===== config.mk =====
export PLATFORM = sky130hd
export DESIGN_NAME = writeback_unit
export DESIGN_NICKNAME = d
export VERILOG_FILES = /design/src/rtl/wb_pkg.sv /design/src/rtl/load_align.sv /design/src/rtl/writeback_unit.sv
export SDC_FILE = /design/constraint.sdc
export NUM_CORES = 1
export LEC_CHECK = 0
export CORE_MARGIN = 4
export CORE_UTILIZATION = 48
export CTS_CLUSTER_SIZE = 25
export DETAILED_ROUTE_END_ITERATION = 10
export PLACE_DENSITY = 0.8
export REMOVE_ABC_BUFFERS = 1
export SLEW_MARGIN = 0
export SYNTH_ARGS = -nofsm -noshare
export SYNTH_HDL_FRONTEND = slang
export SYNTH_HIERARCHICAL = 1
export SYNTH_SLANG_ARGS = --single-unit

===== constraint.sdc =====
create_clock -name clk -period 2.5 [get_ports clk]
set_input_delay 0.375 -clock clk [delete_from_list [all_inputs] [get_ports clk]]
set_output_delay 0.375 -clock clk [all_outputs]
set_load 0.02 [all_outputs]

===== src/rtl/wb_pkg.sv =====
// rtl/wb_pkg.sv - shared load-size encodings for the writeback unit
// Purpose : load-size field type and encodings used by the writeback datapath.
// Contents: load_size_t, LD_WORD, LD_HALF, LD_BYTE (2'b11 is reserved and behaves as word).
package wb_pkg;
  typedef logic [1:0] load_size_t;

  localparam load_size_t LD_WORD = 2'b00;
  localparam load_size_t LD_HALF = 2'b01;
  localparam load_size_t LD_BYTE = 2'b10;
endpackage


===== src/rtl/load_align.sv =====
// rtl/load_align.sv - little-endian sub-word load alignment and extension
// Purpose : picks the addressed byte/half lane of a memory word and extends it.
// Ports   : rd_data  in  raw word from data memory
//           offset   in  byte offset within the word (alu_data[1:0])
//           size     in  load size (word / half / byte, reserved = word)
//           uns      in  1 zero-extend, 0 sign-extend
//           data     out aligned, extended word
module load_align
  import wb_pkg::*;
#(
  parameter int DATA_W = 32
) (
  input  logic [DATA_W-1:0] rd_data,
  input  logic [1:0]        offset,
  input  load_size_t        size,
  input  logic              uns,
  output logic [DATA_W-1:0] data
);

  logic [7:0]  byte_lane;
  logic [15:0] half_lane;

  // Halfword loads ignore offset[0]: a misaligned half reads the enclosing half.
  assign byte_lane = rd_data[{offset, 3'b000} +: 8];
  assign half_lane = rd_data[{offset[1], 4'b0000} +: 16];

  always_comb begin
    data = rd_data;
    case (size)
      LD_BYTE: data = {{(DATA_W-8){~uns & byte_lane[7]}}, byte_lane};
      LD_HALF: data = {{(DATA_W-16){~uns & half_lane[15]}}, half_lane};
      default: data = rd_data;
    endcase
  end

endmodule


===== src/rtl/writeback_unit.sv =====
// rtl/writeback_unit.sv - MEM/WB pipeline register and register-file write port
// Purpose : captures MEM-stage results, selects ALU vs. aligned load data and gates the
//           register-file write (writes to $0 are always suppressed).
// Ports   : clk, reset (async, active-high), stall, flush, mem_* MEM-stage inputs;
//           wb_valid, reg_write, rd, reg_wr_data register-file outputs;
//           retire_count when WB_RETIRE_COUNT_EN is defined.
// Config  : WB_RETIRE_COUNT_EN adds a wrapping retired-instruction counter.
module writeback_unit
  import wb_pkg::*;
#(
  parameter int DATA_W = 32,
  parameter int ADDR_W = 5,
  parameter int CNT_W  = 32
) (
  input  logic              clk,
  input  logic              reset,
  input  logic              stall,
  input  logic              flush,
  input  logic              mem_valid,
  input  logic              mem_reg_write,
  input  logic              mem_mem_to_reg,
  input  logic [ADDR_W-1:0] mem_wr_addr,
  input  logic [DATA_W-1:0] mem_alu_data,
  input  logic [DATA_W-1:0] mem_rd_data,
  input  load_size_t        mem_load_size,
  input  logic              mem_load_uns,
  output logic              wb_valid,
  output logic              reg_write,
  output logic [ADDR_W-1:0] rd,
  output logic [DATA_W-1:0] reg_wr_data
`ifdef WB_RETIRE_COUNT_EN
  ,
  output logic [CNT_W-1:0]  retire_count
`endif
);

  logic              valid_q;
  logic              reg_write_q;
  logic              mem_to_reg_q;
  logic [ADDR_W-1:0] wr_addr_q;
  logic [DATA_W-1:0] alu_data_q;
  logic [DATA_W-1:0] rd_data_q;
  load_size_t        load_size_q;
  logic              load_uns_q;
  logic [DATA_W-1:0] load_data;

  // Flush only kills the slot; the payload fields are don't-care and simply hold.
  always_ff @(posedge clk or posedge reset) begin
    if (reset) begin
      valid_q      <= 1'b0;
      reg_write_q  <= 1'b0;
      mem_to_reg_q <= 1'b0;
      wr_addr_q    <= '0;
      alu_data_q   <= '0;
      rd_data_q    <= '0;
      load_size_q  <= LD_WORD;
      load_uns_q   <= 1'b0;
    end else if (flush) begin
      valid_q <= 1'b0;
    end else if (!stall) begin
      valid_q      <= mem_valid;
      reg_write_q  <= mem_reg_write;
      mem_to_reg_q <= mem_mem_to_reg;
      wr_addr_q    <= mem_wr_addr;
      alu_data_q   <= mem_alu_data;
      rd_data_q    <= mem_rd_data;
      load_size_q  <= mem_load_size;
      load_uns_q   <= mem_load_uns;
    end
  end

  load_align #(.DATA_W(DATA_W)) u_load_align (
    .rd_data (rd_data_q),
    .offset  (alu_data_q[1:0]),
    .size    (load_size_q),
    .uns     (load_uns_q),
    .data    (load_data)
  );

  // A held write during stall re-commits the same value, which is harmless.
  assign wb_valid    = valid_q;
  assign reg_write   = valid_q & reg_write_q & (wr_addr_q != '0);
  assign rd          = wr_addr_q;
  assign reg_wr_data = mem_to_reg_q ? load_data : alu_data_q;

`ifdef WB_RETIRE_COUNT_EN
  logic [CNT_W-1:0] count_q;

  // Counts the slot leaving WB, so a flush of the slot being captured does not matter.
  always_ff @(posedge clk or posedge reset) begin
    if (reset) begin
      count_q <= '0;
    end else if (valid_q && !stall) begin
      count_q <= count_q + 1'b1;
    end
  end

  assign retire_count = count_q;
`endif

endmodule


==> results.cfg, run 1 <==
[status]
status = finished, violations left
violations = setup timing

[worst_hold_path]
hp-class = input port to async pin

[global_routing]
grt_pass1_vias = 3098
grt_overflow_total = 0
grt_pass1_wl_um = 15700
grt_antenna_before_repair = 0
groute.usage.overall = 0.192
grt_max_degree = 35

[job]
drv_cap = 0

[clock_network]
cts_hold_buf = 0
clk_transition_reported_paths_ns = 0.08
clk_latency_ns = 0.34
numCtsBuffers = 9
clock_sinks = 75
htree_levels = 3
clk_path_buf_depth = 2
cts_tree = yes
cts_root_buffer = clkbuf_8

[route]
wl_met3_um = 455
met1_length_um = 4350
routed_wl_um = 9790
drt_iter0_drc = 93
drtAntennaViolNets = 0
dr_total_vias = 2858
wl_met2_um = 4880
dr.max_layer_used = met4
drtPass1Iterations = 4
viasPerCell = 5.19
drc = 0
wl_per_cell_um = 17.8

[pwr]
combPwrFrac = 0.424
power.total_mw = 4.50
p_sw_frac = 0.315
p_leak_nw = 2.72
peakVddDrop_uv = 389
power.internal_mw = 3.08
p_switching_mw = 1.42
power_frac_seq = 0.340
p_per_area_mw_per_mm2 = 757
clkPwrFrac = 0.235

[logic_synthesis]
netlist-cell-type-count = 27
yosys.area_share.simple = 0.0540
syn_avg_cell_area_um2 = 13.6
synth-main-ff-cell = dfrtp_1
synth_top_area_frac = 0.450
yosysWarningCount = 6
synth_common_cells = dfrtp_1 (75), mux2_4 (61), mux2_2 (54), nand2_1 (32), a21oi_1 (16)
synthCells = 307
synth-xor-area-share = 0
ys_ff_latch = 75
synth_compound_area_frac = 0.0627
yosysTopAreaCell = dfrtp_1
synthMuxAreaShare = 0.368
seq_area_frac_synth = 0.450
yosysMostFrequentCell = dfrtp_1
synth_top_family_by_area = multiplexers
syn_area_mm2 = 0.00417
synth_edf_count = 0
synth-adder-area-share = 0.00600
synth_area_leaders = dfrtp_1 (45%), mux2_4 (22%), mux2_2 (15%), buf_12 (3.4%), nand2_1 (2.9%)
synthArstFlopShare = 1.00

[sta]
slew_headroom = 0.596
max_freq_ghz = 0.387
fin_ws_ns = -0.0855
tns_ns = -1.53
period_needed_ns = 2.59
final_hold_viol_count = 0
min_period_over_period = 1.03
worst_slew_pin_slew_ns = 0.605
hold_ws_ns = 0.424
fin_skew_ns = 0
setup_violations = 23
rsz0062_at_grt = true
final_max_slew_viol_count = 0

[die]
dieArea_mm2 = 0.0102
dieWidth_um = 101
fp.dieH_um = 101
row_count = 33
core_mm2 = 0.00834
start_util = 0.500
io_pins = 118

[worst_setup_path]
end_kind = output pin
crit_path_start_kind = flop
cp.required_ns = 2.12
cp_max_fo = 7
crit_arrival_ns = 2.21
critPathKind = flop to output pin

[cells_and_area]
drive_above_1_share = 0.484
multi_input_area_mm2 = 0.00224
final_area_mm2 = 0.00594
layout.nets = 522
register_area_mm2 = 0.00188
fin_util = 0.712
fillCellCount = 558
stdcell_count = 551
n_antenna_cell = 0
syn_to_final_growth_pct = 42.4

[placed_design]
place.gp.congestion = 0.785
hpwlAfterDp_um = 7130
numPortBuffers = 117
placed_area_mm2 = 0.00553
dp_slack_ns = -0.236
dp_cells = 530
## registers in the layout, summed over array words and instances, names as in the netlist
signal        cells
load_size_q       2
mem_to_reg_q      1
reg_write_q       1
alu_data_q       32
rd_data_q        32
wb_valid          1
load_uns_q        1
rd                5
## routing by layer
layer,track usage,vias to the layer above
met2,0.321,78
met5,0,-
met3,0.0269,10
li1,-,1358
met1,0.263,1412
met4,0.0511,0
## power by group through the flow
stage	Sequential, mW	Clock, mW	Combinational [mW]
6_report	1.53	1.06	1.91
5_1_grt	1.56	1.13	2.04
2_1_floorplan	1.54	0	1.02
3_5_place_dp	1.54	0	1.77
4_1_cts	1.52	1.09	1.74
3_3_place_gp	1.53	0	1.75
## cell families (layout without fill, tap and decap cells)
| group | count (synthesis) | in the layout |
|---|---|---|
| AO/OA/AOI/OAI | 35 | 35 |
| flip-flops | 75 | 75 |
| buffers and inverters | 29 | 168 |
| AND/OR/NAND/NOR | 50 | 50 |
| adder cells (fa/ha/maj) | 2 | 2 |
| multiplexers | 116 | 116 |
## area by class of cell
cell class | instances | area share
Tap cell | 105 | 0.0221
Sequential cell | 75 | 0.316
Inverter | 5 | 0.00337
Timing Repair Buffer | 147 | 0.243
Clock buffer | 12 | 0.0261
Clock inverter | 4 | 0.0122
Multi-Input combinational cell | 203 | 0.377
## placed cells by master, fill, tap and decap left out, types with 4 or more instances in the layout
master / n
clkbuf_8: 11
mux2_2: 41
o2bb2ai_2: 5
dfrtp_1: 74
inv_1: 4
a32oi_2: 4
clkdlybuf4s50_1: 85
buf_2: 15
nor2b_1: 8
a21oi_1: 14
buf_6: 18
nand2_1: 32
buf_12: 8
buf_4: 21
mux2_4: 74
## critical path: stages (launching register included)
cell	delay [ns]
dfrtp_1	0.38
inv_1	0.06
ha_2	0.18
nor2b_4	0.13
or2_4	0.28
a21o_4	0.29
o2bb2ai_2	0.14
mux2_4	0.27
buf_6	0.13
## timing repair
item                                    CTS  global route
endpoints found under the hold margin     0             0
setup buffers                             3             3
pin swaps                                 9             6
endpoints found under the setup margin   32            32
resized for setup                       158            45
## final timing paths
check | start | to | slack (ns) | cells past startpoint
setup / recovery | load_size_q[0] | reg_wr_data[3] | -0.09 | 8
hold / removal | reset | rd_data_q[31] | 0.42 | 2
setup reg to reg | load_size_q[0] | load_size_q[0] | 1.35 | 4
hold reg to reg | alu_data_q[24] | alu_data_q[24] | 0.51 | 1
max in group asynchronous | reset | rd_data_q[2] | 1.51 | 3
min in group clk | alu_data_q[24] | alu_data_q[24] | 0.51 | 1
Power figures use the tool's default switching activity.
==> run 2: changes to the inputs <==
CORE_ASPECT_RATIO = 1.75   (was unset)
==> run 2 against run 1 <==
Net effect:
- critical endpoint is now reg_wr_data[0]
- wire length increased by 4.8%
- final cell count increased by 1.6%
- global-route usage increased by 0.84 points
- the run still ends with setup timing left
- worst hold slack improved by 0.034 ns
- register-to-register slack about the same
- clock skew unchanged
- sequential power about the same
- clock power increased by 25%
- largest power group unchanged
- worst setup slack got worse by 0.034 ns
==> results.cfg, run 2 (synthesis gave the netlist of run 1 again) <==
[sta]
slew_headroom = 0.641
fin_ws_ns = -0.120
setup_violations = 27
fin_skew_ns = 0
worst_slew_pin_slew_ns = 0.538
final_hold_viol_count = 0
final_max_slew_viol_count = 0
rsz0062_at_grt = true
min_period_over_period = 1.05
period_needed_ns = 2.62
max_freq_ghz = 0.382

[die]
start_util = 0.499
io_pins = 118
row_count = 44
dieWidth_um = 78.5
fp.dieH_um = 131
dieArea_mm2 = 0.0103
core_mm2 = 0.00837

[global_routing]
grt_overflow_total = 0
groute.usage.overall = 0.201
grt_max_degree = 76
grt_pass1_vias = 3098
grt_pass1_wl_um = 16000
grt_antenna_before_repair = 0

[pwr]
peakVddDrop_uv = 472
p_leak_nw = 2.73
p_per_area_mw_per_mm2 = 795

[cells_and_area]
syn_to_final_growth_pct = 42.3
layout.nets = 521
final_area_mm2 = 0.00594
n_antenna_cell = 0
layout_common_cells = clkdlybuf4s50_1 (85), mux2_4 (77), dfrtp_1 (74), mux2_2 (38), nand2_1 (28)
drive_above_1_share = 0.463
stdcell_count = 560
layout_commonest_cell = clkdlybuf4s50_1

[clock_network]
numCtsBuffers = 9
clk_latency_ns = 0.33
clk_transition_reported_paths_ns = 0.05
clock_sinks = 75
cts_tree = yes
htree_levels = 3
cts_root_buffer = clkbuf_16
clk_path_buf_depth = 2

[status]
status = finished, violations left
violations = setup timing

[route]
drt_iter0_drc = 156
drc = 0
viasPerCell = 5.13
wl_per_cell_um = 18.3
routed_wl_um = 10300
drtAntennaViolNets = 0
drtPass1Iterations = 4
dr_total_vias = 2875

[worst_setup_path]
end_kind = output pin
path_cells = ha_2, nor2b_4, or2_4, buf_12, a32oi_1, o2bb2ai_1, mux2_4, buf_6
path_buf_inv = 2
crit_arrival_ns = 2.24
cp_max_fo = 7
crit_path_start_kind = flop
crit_slowest_cell = dfrtp_1
cp.required_ns = 2.12
slowest_delay_ns = 0.40
critPathKind = flop to output pin
cpLargestDelayFamily = flip-flops

[placed_design]
place.gp.congestion = 0.780
placed_area_mm2 = 0.00551
hpwlAfterDp_um = 7040
numPortBuffers = 117
dp_slack_ns = -0.214
dp_cells = 539

[worst_hold_path]
hp-class = input port to async pin

[job]
drv_cap = 0
[run 2: metal layers]
metal | GRT usage | part of all wire | up-vias
met4 | 0.0885 | 0.023 | 0
met5 | 0 | 0 | -
met1 | 0.242 | 0.40 | 1423
met2 | 0.348 | 0.54 | 82
li1 | - | - | 1355
met3 | 0.0322 | 0.038 | 15
[run 2: repair_timing]
action,CTS,global route
pin swaps,17,2
endpoints found under the setup margin,32,27
resized for setup,152,35
hold buffers,0,0
endpoints found under the hold margin,0,0
buffers inserted,2,3
[run 2: path summary, 6_finish.rpt]
path	cells past startpoint	slack, ns	endpoint	from
max	8	-0.12	reg_wr_data[0]	load_size_q[1]
min	3	0.46	rd_data_q[1]	reset
max reg2reg	4	1.35	load_size_q[1]	load_size_q[1]
min reg2reg	1	0.51	alu_data_q[22]	alu_data_q[22]
max in group asynchronous	3	1.74	alu_data_q[1]	reset
min in group clk	1	0.51	alu_data_q[22]	alu_data_q[22]
[run 2: final cells by class]
cell class / count / area [µm²]
tap: 115 / 144
clock inverter: 1 / 30.0
sequential: 75 / 1880
clock buffer: 15 / 278
inverter: 5 / 20.0
timing repair buffer: 146 / 1410
fill: 578 / 2430
multi-input combinational: 203 / 2180
[run 2: per-stage QoR]
step / hold slack (ns) / utilization / power (mW) / TNS, ns
detailed placement: 0.491 / 0.658 / 3.33 / -5.22
floorplan: 0.441 / - / 2.56 / -90.09
CTS: 0.471 / 0.694 / 4.62 / -1.52
global route: 0.508 / 0.710 / 4.94 / -3.28
finish: 0.458 / 0.710 / 4.72 / -1.80
global placement: 0.489 / 0.658 / 3.30 / -4.34
[run 2: worst min-delay path, cell delays in order]
cell             delay (ns)
clkdlybuf4s50_1        0.42
clkinv_2               0.07
buf_12                 0.34
[run 2: power by group]
part | leakage (nW) | total [mW] | internal, mW | switching (mW)
logic | 1.70 | 1.87 | 1.06 | 0.817
clock network | 0.150 | 1.32 | 0.856 | 0.463
registers | 0.881 | 1.53 | 1.39 | 0.134
total | 2.73 | 4.72 | 3.31 | 1.41
